===== config.mk =====
export PLATFORM = sky130hd
export DESIGN_NAME = mem_loader_port_flat
export DESIGN_NICKNAME = d
export VERILOG_FILES = /design/src/rtl/mem_loader_port_if.sv /design/src/rtl/mem_loader_port.sv /design/src/flat_wrapper.sv
export SDC_FILE = /design/constraint.sdc
export NUM_CORES = 1
export LEC_CHECK = 0
export BUFFER_PORTS_ARGS = -buffer_cell sky130_fd_sc_hd__buf_2
export CAP_MARGIN = 30
export CORE_MARGIN = 8
export CORE_UTILIZATION = 53
export CTS_BUF_LIST = sky130_fd_sc_hd__clkbuf_16
export CTS_CLUSTER_SIZE = 14
export DETAILED_ROUTE_END_ITERATION = 6
export PLACE_DENSITY = 0.87
export SYNTH_ARGS = -nofsm -noshare
export SYNTH_HDL_FRONTEND = slang
export SYNTH_SLANG_ARGS = --single-unit

===== constraint.sdc =====
create_clock -name clk -period 5.4 [get_ports clk]
set_clock_uncertainty 0.1 [all_clocks]
set_input_delay 0.27 -clock clk [delete_from_list [all_inputs] [get_ports clk]]
set_output_delay 0.27 -clock clk [all_outputs]
set_load 0.01 [all_outputs]

===== src/rtl/mem_loader_port_if.sv =====
`timescale 1ns/1ps
// Host-side strobe/acknowledge bus of the memory loader port.
interface mem_loader_port_if #(
  parameter int DATA_W = 16
) ();
  logic              ext_strobe;
  logic [2:0]        ext_cmd;
  logic [DATA_W-1:0] ext_data_in;
  logic [DATA_W-1:0] ext_data_out;
  logic              ext_ack;
  logic [DATA_W-1:0] chk_sum;

  modport master (
    output ext_strobe, ext_cmd, ext_data_in,
    input  ext_data_out, ext_ack, chk_sum
  );

  modport slave (
    input  ext_strobe, ext_cmd, ext_data_in,
    output ext_data_out, ext_ack, chk_sum
  );
endinterface


===== src/rtl/mem_loader_port.sv =====
`timescale 1ns/1ps
// Pad-side loader/debug port: a synchronised strobe/ack handshake loads, reads back
// and checksums instruction/data memory while start=0; start=1 hands memories to the core.
module mem_loader_port #(
  parameter int          DATA_W      = 16,
  parameter int          IADDR_W     = 13,
  parameter int          DADDR_W     = 8,
  parameter logic [15:0] NOP_INSTR   = 16'h2004,
  parameter int          SYNC_STAGES = 2
) (
  input  logic               clk,
  input  logic               reset,
  input  logic               start,
  mem_loader_port_if.slave   host,
  input  logic [IADDR_W-1:0] uP_instr_mem_addr,
  output logic [DATA_W-1:0]  uP_instr,
  input  logic [DADDR_W-1:0] uP_data_mem_addr,
  input  logic [DATA_W-1:0]  uP_write_data,
  input  logic               uP_dataw_en,
  output logic [IADDR_W-1:0] instr_mem_addr,
  output logic               instrw_en,
  output logic [DATA_W-1:0]  instr_write_data,
  input  logic [DATA_W-1:0]  instr,
  output logic [DADDR_W-1:0] data_mem_addr,
  output logic               dataw_en,
  output logic [DATA_W-1:0]  data_write_data,
  input  logic [DATA_W-1:0]  data_read_data
);

  typedef enum logic [1:0] {
    S_IDLE = 2'd0,
    S_EXEC = 2'd1,
    S_CAPT = 2'd2,
    S_ACK  = 2'd3
  } state_e;

  state_e                   state_q, state_d;
  logic [SYNC_STAGES-1:0]   sync_q;
  logic                     stb_prev_q;
  logic [2:0]               cmd_q, cmd_d;
  logic [IADDR_W-1:0]       iaddr_q, iaddr_d;
  logic [DADDR_W-1:0]       daddr_q, daddr_d;
  logic [DATA_W-1:0]        sum_q, sum_d;
  logic [DATA_W-1:0]        dout_q, dout_d;
  logic                     ack_q, ack_d;
  logic                     stb_s, rise_s, wr_s, addr_s, isel_s, exec_s, capt_s, mem_wr_s;

  // Edges arriving while the core owns the memories are swallowed because stb_prev_q keeps tracking.
  assign stb_s    = sync_q[SYNC_STAGES-1];
  assign rise_s   = stb_s & ~stb_prev_q & ~start;
  assign {wr_s, addr_s, isel_s} = cmd_q;
  assign exec_s   = (state_q == S_EXEC) & ~start;
  assign capt_s   = (state_q == S_CAPT) & ~start;
  assign mem_wr_s = exec_s & wr_s & ~addr_s;

  // State register, strobe synchroniser and loader datapath registers.
  always_ff @(posedge clk or negedge reset) begin
    if (!reset) begin
      state_q    <= S_IDLE;
      sync_q     <= {SYNC_STAGES{1'b0}};
      stb_prev_q <= 1'b0;
      cmd_q      <= 3'b000;
      iaddr_q    <= {IADDR_W{1'b0}};
      daddr_q    <= {DADDR_W{1'b0}};
      sum_q      <= {DATA_W{1'b0}};
      dout_q     <= {DATA_W{1'b0}};
      ack_q      <= 1'b0;
    end else begin
      state_q    <= state_d;
      sync_q     <= {sync_q[SYNC_STAGES-2:0], host.ext_strobe};
      stb_prev_q <= stb_s;
      cmd_q      <= cmd_d;
      iaddr_q    <= iaddr_d;
      daddr_q    <= daddr_d;
      sum_q      <= sum_d;
      dout_q     <= dout_d;
      ack_q      <= ack_d;
    end
  end

  // Next-state logic; start forces IDLE from any state.
  always_comb begin
    state_d = state_q;
    case (state_q)
      S_IDLE: begin
        if (rise_s) state_d = S_EXEC;
        else        state_d = S_IDLE;
      end
      S_EXEC:  state_d = S_CAPT;
      S_CAPT:  state_d = S_ACK;
      S_ACK: begin
        if (!stb_s) state_d = S_IDLE;
        else        state_d = S_ACK;
      end
      default: state_d = S_IDLE;
    endcase
    if (start) state_d = S_IDLE;
    else       state_d = state_d;
  end

  // Datapath next values: address loads and checksum in EXEC, read-back and increment in CAPT.
  always_comb begin
    iaddr_d = iaddr_q;
    daddr_d = daddr_q;
    sum_d   = sum_q;
    dout_d  = dout_q;
    ack_d   = (state_d == S_ACK);
    if (state_q == S_IDLE) cmd_d = host.ext_cmd;
    else                   cmd_d = cmd_q;

    if (exec_s && wr_s && addr_s) begin
      if (isel_s) begin
        iaddr_d = host.ext_data_in[IADDR_W-1:0];
        sum_d   = {DATA_W{1'b0}};
      end else begin
        daddr_d = host.ext_data_in[DADDR_W-1:0];
      end
    end else if (mem_wr_s && isel_s) begin
      sum_d = sum_q + host.ext_data_in;
    end else begin
      sum_d = sum_q;
    end

    if (capt_s) begin
      case ({wr_s, addr_s})
        2'b01:   dout_d = isel_s ? DATA_W'(iaddr_q) : DATA_W'(daddr_q);
        2'b00:   dout_d = isel_s ? instr : data_read_data;
        default: dout_d = host.ext_data_in;
      endcase
      if (!addr_s) begin
        if (isel_s) iaddr_d = iaddr_q + IADDR_W'(1);
        else        daddr_d = daddr_q + DADDR_W'(1);
      end else begin
        iaddr_d = iaddr_d;
      end
    end else begin
      dout_d = dout_q;
    end
  end

  assign host.ext_data_out = dout_q;
  assign host.ext_ack      = ack_q;
  assign host.chk_sum      = sum_q;

  // Write enables are gated by start combinationally so a rising start masks an in-flight write.
  assign instr_mem_addr   = start ? uP_instr_mem_addr : iaddr_q;
  assign instrw_en        = mem_wr_s & isel_s;
  assign instr_write_data = host.ext_data_in;
  assign data_mem_addr    = start ? uP_data_mem_addr : daddr_q;
  assign dataw_en         = start ? uP_dataw_en : (mem_wr_s & ~isel_s);
  assign data_write_data  = start ? uP_write_data : host.ext_data_in;
  assign uP_instr         = start ? instr : DATA_W'(NOP_INSTR);

endmodule

===== src/flat_wrapper.sv =====
// flat-port wrapper written by rule: the top's interface ports become plain ports
module mem_loader_port_flat 
#(
  parameter int          DATA_W      = 16,
  parameter int          IADDR_W     = 13,
  parameter int          DADDR_W     = 8,
  parameter logic [15:0] NOP_INSTR   = 16'h2004,
  parameter int          SYNC_STAGES = 2
)
  (clk, reset, start, uP_instr_mem_addr, uP_instr, uP_data_mem_addr, uP_write_data, uP_dataw_en, instr_mem_addr, instrw_en, instr_write_data, instr, data_mem_addr, dataw_en, data_write_data, data_read_data, host_ext_strobe, host_ext_cmd, host_ext_data_in, host_ext_data_out, host_ext_ack, host_chk_sum);
  mem_loader_port_if #(.DATA_W(DATA_W)) host_i ();
  input  logic clk;
  input  logic reset;
  input  logic start;
  input  logic [IADDR_W-1:0] uP_instr_mem_addr;
  output logic [DATA_W-1:0] uP_instr;
  input  logic [DADDR_W-1:0] uP_data_mem_addr;
  input  logic [DATA_W-1:0] uP_write_data;
  input  logic uP_dataw_en;
  output logic [IADDR_W-1:0] instr_mem_addr;
  output logic instrw_en;
  output logic [DATA_W-1:0] instr_write_data;
  input  logic [DATA_W-1:0] instr;
  output logic [DADDR_W-1:0] data_mem_addr;
  output logic dataw_en;
  output logic [DATA_W-1:0] data_write_data;
  input  logic [DATA_W-1:0] data_read_data;
  input wire logic [$bits(host_i.ext_strobe)-1:0] host_ext_strobe;
  input wire logic [$bits(host_i.ext_cmd)-1:0] host_ext_cmd;
  input wire logic [$bits(host_i.ext_data_in)-1:0] host_ext_data_in;
  output wire logic [$bits(host_i.ext_data_out)-1:0] host_ext_data_out;
  output wire logic [$bits(host_i.ext_ack)-1:0] host_ext_ack;
  output wire logic [$bits(host_i.chk_sum)-1:0] host_chk_sum;
  assign host_i.ext_strobe = host_ext_strobe;
  assign host_i.ext_cmd = host_ext_cmd;
  assign host_i.ext_data_in = host_ext_data_in;
  assign host_ext_data_out = host_i.ext_data_out;
  assign host_ext_ack = host_i.ext_ack;
  assign host_chk_sum = host_i.chk_sum;
  mem_loader_port #(.DATA_W(DATA_W), .IADDR_W(IADDR_W), .DADDR_W(DADDR_W), .NOP_INSTR(NOP_INSTR), .SYNC_STAGES(SYNC_STAGES)) u_core (.clk(clk), .reset(reset), .start(start), .host(host_i), .uP_instr_mem_addr(uP_instr_mem_addr), .uP_instr(uP_instr), .uP_data_mem_addr(uP_data_mem_addr), .uP_write_data(uP_write_data), .uP_dataw_en(uP_dataw_en), .instr_mem_addr(instr_mem_addr), .instrw_en(instrw_en), .instr_write_data(instr_write_data), .instr(instr), .data_mem_addr(data_mem_addr), .dataw_en(dataw_en), .data_write_data(data_write_data), .data_read_data(data_read_data));
endmodule

# == Yosys cells after proc, flatten, opt, wreduce, memory -nomap -nowiden ==
# Index checks and enable logic that the tools add are counted.
# classes
addsub,3
eq_ne,6
mux,25
bitwise,12
n_reduce_logical,7
# ops
cell,count
16-bit two-way mux,6
13-bit two-way mux,7
8-bit two-way mux,6
16-bit one-hot mux with 2 select lines,1
16-bit adder,1
"13-bit by 1-bit adder with 13-bit output, second input constant",1
"8-bit by 1-bit adder with 8-bit output, second input constant",1
1-bit bitwise AND,8
2-bit one-hot mux with 4 select lines,1
"2-bit equality test, second input constant",3
"2-bit by 1-bit equality test with 1-bit output, second input constant",2
2-bit zero test,2
2-bit two-way mux,2
1-bit NOT,4
1-bit logical AND,3
1-bit two-way mux,2
"2-bit by 1-bit inequality test with 1-bit output, second input constant",1
2-bit AND reduction,1
2-bit nonzero test,1
# word_totals
reg_bits,62
inputBits,93
elab_cells,62

# == Depth between registers and ports, before layout ==
# Gate-level depths: netlist of the first run.
# depth
ltp_word,8
depth_mapped,9
mapped_depth_nobuf,9

# == Least setup slack after synthesis of the first run ==
# OpenSTA, ideal clock, no wires.
# synth_path
kind,register -> register
startpoint,register u_core.sum_q[0] (netlist: u_core.host.chk_sum[0])
endpoint,register u_core.sum_q[14] (netlist: u_core.host.chk_sum[14])
arrival_time_ps,1978
setup_slack_ps,3200
path_stages_with_launch,10
path_buffers,0
path_cell_list,dfrtp_1 -> ha_1 -> inv_1 -> fa_1 -> nor2b_1 -> o31ai_1 -> a21oi_1 -> o31ai_1 -> a21o_1 -> a32o_1
# synth_between
elab_chain_cells,3
# synth_lines
element,line_no,source
from (decl),mem_loader_port.sv:43,"logic [DATA_W-1:0] sum_q, sum_d;"
from (signal assigned),mem_loader_port.sv:65,sum_q <= {DATA_W{1'b0}};
from (signal assigned),mem_loader_port.sv:75,sum_q <= sum_d;
16-bit adder,mem_loader_port.sv:119,sum_d = sum_q + host.ext_data_in;
16-bit two-way mux,mem_loader_port.sv:118,end else if (mem_wr_s && isel_s) begin
16-bit two-way mux,mem_loader_port.sv:111,if (exec_s && wr_s && addr_s) begin
# Every way passes these cells. The select of a mux whose other input is x is not followed.
# A chain may end at the register's enable or synchronous reset.

# == Worst setup path in the final report of the first run ==
# layout_path
startpoint,register u_core.cmd_q[2]
endpoint,output port instrw_en
# layout_between
elab_chain_cells,3
# layout_lines
element,line_no,source
from (decl),mem_loader_port.sv:40,"logic [2:0] cmd_q, cmd_d;"
from (signal assigned),mem_loader_port.sv:72,cmd_q <= cmd_d;
1-bit bitwise AND (2 in a row),mem_loader_port.sv:54,assign mem_wr_s = exec_s & wr_s & ~addr_s;
1-bit bitwise AND,mem_loader_port.sv:147,assign instrw_en = mem_wr_s & isel_s;
to (decl),flat_wrapper.sv:21,output logic instrw_en;
# Every way passes these cells.

==> results_dict.tcl, run 1 <==
set metrics [dict create \
    cts.sinks 62 \
    synth-edff-count 0 \
    cp_num_buf_inv 1 \
    outcome "completed" \
    layout-drive-gt1-share_pct 40.2 \
    drtIter0Drc 256 \
    power_switching_uw 937 \
    rsz0062_at_grt "no" \
    place_area_um2 5570 \
    yosysSeqAreaShare_pct 33.3 \
    holdBufCountCts 1 \
    max_slew_margin_pct 34.1 \
    place.gp.congestion 0.891 \
    firstDrtPassIters 5 \
    p_clk_share_pct 23.9 \
    yosys.area.top_type "dfrtp_1" \
    synth_cells 513 \
    start_util_pct 54.0 \
    wl_per_cell_um 19.1 \
    p_total_uw 2370 \
    max_cap_violations 0 \
    die_x_um 110 \
    vias 4750 \
    grt_max_degree 66 \
    yosys.cell_count.top_type "dfrtp_1" \
    io_buffers 196 \
    drv_slew 0 \
    wl_met2_mm 7.31 \
    grt_use_total_pct 24.8 \
    crit_path_end_kind "output pin" \
    post-dp-hpwl_mm 11.7 \
    cp_num_cells 4 \
    regToRegStartpoint "u_core.cmd_q[2]" \
    grt-ovfl-total 0 \
    synth_fp_nets 624 \
    fp-row-count 34 \
    antenna_found_initial 0 \
    cts_buffer_depth 2 \
    critPathSlowestCell "dfrtp_1" \
    pwr_density_cell_nw_per_um2 404 \
    cts_root_buf "clkbuf_16" \
    path_clk_slew_ns 0.06 \
    met3WireLength_mm 1.52 \
    finalSetupViolations 0 \
    crit_chain "and4bb_2 > nand2_1 > nor2_2 > buf_2" \
    cp.arrival_ns 2.93 \
    fin_crit_sh_pct 61.2 \
    crit_path_end "instrw_en" \
    diodes 0 \
    ys_types 65 \
    async_flop_share_pct 100 \
    critical_path.max_fanout 26 \
    rrSetupSlack_ns 2.41 \
    die-area_um2 12000 \
    layout.nets 795 \
    fillers 704 \
    crit_family "simple AND/OR/NAND/NOR gates" \
    power_frac_seq_pct 33.8 \
    tritoncts "built" \
    post-route-min-period_ns 3.30 \
    cts_buffers 9 \
    grt_pass1_wl_mm 23.5 \
    p_sw_share_pct 39.5 \
    synthFlopType "dfrtp_1" \
    cts_max_level 3 \
    vdd_drop_max_uv 196 \
    clk_latency_ns 0.33 \
    worst_pin_slew_ns 0.988 \
    hold_violations 0 \
    highest-signal-layer "met4" \
    antenna_left 0 \
    crit_start "u_core.cmd_q[2]" \
    setup_tns_ns 0 \
    reg2reg_to "u_core.iaddr_q[8]" \
    p_comb_share_pct 42.3 \
    post-cts-setup-buffer-count 0 \
    cts_resized 0 \
    die_y_um 110 \
    design_area_um2 5870 \
    hold_path_class "input pin to asynchronous set/reset pin" \
    leakage_uw 0.00290 \
    reg2reg_depth 5 \
    ys_warn_count 0 \
    ys_seq_elements 62 \
    grt_pass1_vias 4808 \
    start_kind "register" \
    cpPeakStageDelay_ns 0.98 \
    ios 197 \
    yosysTopAreaCellShare_pct 33.3 \
    netlist_top_cells_count "62 x dfrtp_1, 57 x nand2_1, 43 x mux2_2" \
    critical_path_required_ns 5.03 \
    synth_area_per_cell_um2 9.08 \
    intPower_uw 1430 \
    fmax_mhz 303 \
    synth_area_um2 4660 \
    core_area_um2 8640 \
    path_class "register to output pin" \
    drcViolationCount 0 \
    area_growth_pct 26.0 \
    drt-met1-wl_mm 5.84 \
    viasPerCell 5.96 \
    drt_wl_total_mm 15.2 \
    ys_top_cells_by_area "dfrtp_1 33%, mux2_2 10%, nand2_1 4.6%, ha_1 4.6%, o21ai_0 4.4%" \
]
-- how the worst min path moves through the flow --
stage / end / slack (ns)
2_1_floorplan: u_core.cmd_q[0] / -0.13
3_3_place_gp: u_core.sync_q[1] / 0.23
3_5_place_dp: u_core.sync_q[1] / 0.26
4_1_cts: u_core.sync_q[0] / 0.05
5_1_grt: u_core.host.chk_sum[3] / 0.1
6_report: u_core.host.chk_sum[3] / 0.01
-- worst register-to-register path: stages, from the launching register on --
cell and delay [ns]:
dfrtp_1 0.98, and4bb_2 0.40, nand2_1 0.50, nor2_1 0.58
a211oi_1 0.08, a311oi_1 0.24
-- stage by stage --
step	utilization, %	instances	setup WS, ns	hold WS [ns]
3_5_place_dp	64.5	780	2.41	0.260
4_1_cts	68.0	797	2.06	0.0497
3_3_place_gp	64.5	780	2.57	0.234
6_report	68.0	797	2.10	0.00985
5_1_grt	68.0	797	1.88	0.0985
2_1_floorplan	-	513	3.20	-0.126
-- layout make-up --
cell class | count | area, µm² | area share [%]
clock inverters | 7 | 65.1 | 1.11
inverters | 15 | 56.3 | 0.959
clock buffers | 9 | 225 | 3.84
flip-flops and latches | 62 | 1550 | 26.4
multi-input cells | 394 | 2810 | 47.8
well taps | 108 | 135 | 2.30
repair buffers | 202 | 1030 | 17.5
-- per-layer routing --
| metal | global-route usage (%) | up-vias |
|---|---|---|
| li1 | - | 2213 |
| met1 | 29.2 | 2228 |
| met2 | 41.6 | 270 |
| met3 | 4.92 | 39 |
| met4 | 13.3 | 0 |
| met5 | 0 | - |
-- power by group through the flow --
stage	registers (µW)	clock network [µW]	logic (µW)
floorplan	779	0	645
global placement	797	0	957
detailed placement	804	0	997
CTS	798	569	1010
global route	823	586	1110
finish	801	566	1000
-- state kept, by name, indices dropped and copies added (netlist names) --
signal	count
u_core.cmd_q	3
u_core.daddr_q	8
u_core.host.chk_sum	16
u_core.host.ext_ack	1
u_core.host.ext_data_out	16
u_core.iaddr_q	13
u_core.state_q	2
u_core.stb_prev_q	1
u_core.sync_q	2
-- cells in the final DEF (no fill, tap or decap), drive strengths merged, types with 6 or more instances in the layout --
cell	n
mux2	43
nor2	42
inv	15
a211oi	6
nor3b	8
ha	17
o21a	7
nand2	58
nand3	14
a21oi	30
o21ai	45
nor3	7
mux2i	8
dfrtp	62
a21o	6
and2	15
a22o	6
mux4	8
buf	201
clkbuf	9
-- cells by family after synthesis --
logic type | Yosys count | share of synthesized area, %
AO/OA/AOI/OAI | 140 | 19.7
flip-flops | 62 | 33.3
XOR/XNOR | 7 | 1.32
buffers and inverters | 57 | 6.42
adder cells (fa/ha/maj) | 18 | 4.99
AND/OR/NAND/NOR | 170 | 18.3
multiplexers | 59 | 16.0
Power figures use the tool's default switching activity.
==> run 2: changes to the inputs <==
ABC_AREA = 1   (was not set)
CORE_UTILIZATION = 50   (was 53)
PLACE_DENSITY = 0.82   (was 0.87)
clock period = 3.19 ns   (was 5.4 ns; I/O delays follow)
==> run 2 against run 1 <==
Net effect:
- register-to-register slack lost 1.4 ns
- via count grew 24%
- design area grew 7.3%
- total power grew 90%
- first-iteration DRC count grew 27%
- hold slack gained 0.046 ns
- critical path depth grew 1
- setup slack lost 1.2 ns
- critical endpoint unchanged
==> results_dict.tcl, run 2 <==
set metrics [dict create \
    ys_seq_elements 62 \
    yosys.area.top_type "dfrtp_1" \
    synth-edff-count 0 \
    drv_slew 0 \
    critical_path.max_fanout 16 \
    yosys.cell_count.top_type "nand2_1" \
    grt_use_total_pct 26.5 \
    ys_top_cells_by_area "dfrtp_1 31%, nand2_1 20%, inv_1 8.4%, o21ai_0 7.2%, nand3_1 5.2%" \
    p_sw_share_pct 44.7 \
    crit_path_end_kind "output pin" \
    synth_fp_nets 919 \
    layout-drive-gt1-share_pct 23.2 \
    die_x_um 116 \
    antenna_left 0 \
    yosysTopAreaCellShare_pct 30.7 \
    grt-ovfl-total 0 \
    place.gp.congestion 0.915 \
    fin_cells 1119 \
    viasPerCell 5.26 \
    fin_crit_sh_pct 71.3 \
    grt_pass1_vias 5627 \
    cts_root_buf "clkbuf_16" \
    fin_hold_ws_ns 0.0563 \
    regToRegStartpoint "u_core.cmd_q[2]" \
    fp-row-count 36 \
    holdBufCountCts 5 \
    crit_path_end "instrw_en" \
    antenna_found_initial 0 \
    grtUsageMet2_pct 43.6 \
    io_buffers 196 \
    worst_pin_slew_ns 0.698 \
    reg2reg_depth 7 \
    drt_wl_total_mm 17.9 \
    synthFlopType "dfrtp_1" \
    diodes 0 \
    power_frac_seq_pct 31.7 \
    met3_usage_pct 6.57 \
    rsz0062_at_grt "no" \
    async_flop_share_pct 100 \
    start_kind "register" \
    ys_types 35 \
    tritoncts "built" \
    post-cts-setup-buffer-count 0 \
    firstDrtPassIters 5 \
    netlist_top_cells_count "275 x nand2_1, 113 x inv_1, 73 x o21ai_0" \
    layout.nets 1092 \
    cts.sinks 62 \
    drtIter0Drc 326 \
    cp.arrival_ns 2.02 \
    cts_resized 0 \
    setup_tns_ns 0 \
    ys_warn_count 0 \
    grt_max_degree 57 \
    synth_cells 808 \
    grt-busiest-layer "met2" \
    post-place-cells 1098 \
    intPower_uw 2490 \
    max_cap_violations 0 \
    critical_path_required_ns 2.93 \
    outcome "completed" \
    yosysSeqAreaShare_pct 30.7 \
    cts_buffer_depth 2 \
    hold_path_class "input pin to register" \
    power_switching_uw 2020 \
    start_util_pct 51.6 \
    cts_buffers 9 \
    max_slew_margin_pct 53.4 \
    layout_commonest_cell "nand2_1" \
    rrSetupSlack_ns 0.98 \
    core_area_um2 9770 \
    p_total_uw 4510 \
    post-dp-hpwl_mm 13.8 \
    reg2reg_to "u_core.host.ext_data_out[0]" \
    path_clk_slew_ns 0.05 \
    pwr_density_cell_nw_per_um2 716 \
    leakage_uw 0.00374 \
    synth_area_per_cell_um2 6.25 \
    finalSetupViolations 0 \
    grt_pass1_wl_mm 28.2 \
    p_comb_share_pct 47.4 \
    vias 5887 \
    post-route-min-period_ns 2.28 \
    hold_violations 0 \
    clk_latency_ns 0.33 \
    vdd_drop_max_uv 326 \
    met1_usage_pct 32.6 \
    die_y_um 116 \
    drcViolationCount 0 \
    die-area_um2 13600 \
    ios 197 \
    path_class "register to output pin" \
    fmax_mhz 439 \
    crit_start "u_core.cmd_q[2]" \
    wl_per_cell_um 16.0 \
    area_growth_pct 24.8 \
    most-common-layout-cells "275 x nand2_1, 196 x buf_2, 115 x inv_1, 73 x o21ai_0, 62 x dfrtp_1" \
    p_clk_share_pct 20.8 \
    synth_area_um2 5050 \
    cts_max_level 3 \
]
run 2: cell families (layout without fill, tap and decap cells):
kind of cell | Yosys count | count (layout) | share of synthesized area [%]
buf+inv | 162 | 340 | 14.1
flops | 62 | 62 | 30.7
fa+ha+maj | 18 | 18 | 4.61
compound gates | 143 | 143 | 15.1
simple gates | 414 | 414 | 33.9
xor+xnor | 9 | 9 | 1.56
run 2: worst max-delay path, cell delays in order (launching register included):
cell,delay (ns)
dfrtp_1,0.73
nand4_4,0.17
nor2_1,0.22
nand2_2,0.17
inv_2,0.21
buf_2,0.17
run 2: how the worst min path moves through the flow:
stage,start,end,cells after the start
3_3_place_gp,reset,u_core.sync_q[0],1
4_1_cts,data_read_data[13],u_core.host.ext_data_out[13],3
3_5_place_dp,reset,u_core.sync_q[1],1
5_1_grt,instr[15],u_core.host.ext_data_out[15],3
2_1_floorplan,reset,u_core.cmd_q[0],0
6_report,data_read_data[13],u_core.host.ext_data_out[13],3
run 2: cell type report:
type / count / area (µm²)
Tap cell: 133 / 166
Clock inverter: 7 / 57.6
Clock buffer: 9 / 225
Inverter: 118 / 444
Multi-Input combinational cell: 584 / 2780
Timing Repair Buffer: 206 / 1070
Fill cell: 924 / 3480
Sequential cell: 62 / 1550
run 2: power by group through the flow:
stage	clock [µW]	combinational [µW]	sequential (µW)
after CTS	938	2130	1420
after global placement	0	2080	1430
after global routing	990	2420	1480
final	939	2140	1430
after floorplan	0	1360	1420
after detailed placement	0	2110	1430
run 2: per-stage QoR:
stage                     util (%)  instance area (µm²)  setup WS (ns)
after floorplan                  -                 5050           1.43
after CTS                     64.4                 6300          0.959
after global placement        61.0                 5960           1.11
final                         64.4                 6300          0.914
after global routing          64.4                 6300          0.773
after detailed placement      61.0                 5960           1.06
run 2: per-layer routing:
metal  part of all wire (%)  wire length (µm)
met3                     10              1880
met4                    2.8               495
met2                     46              8200
met5                      0                 0
met1                     41              7370
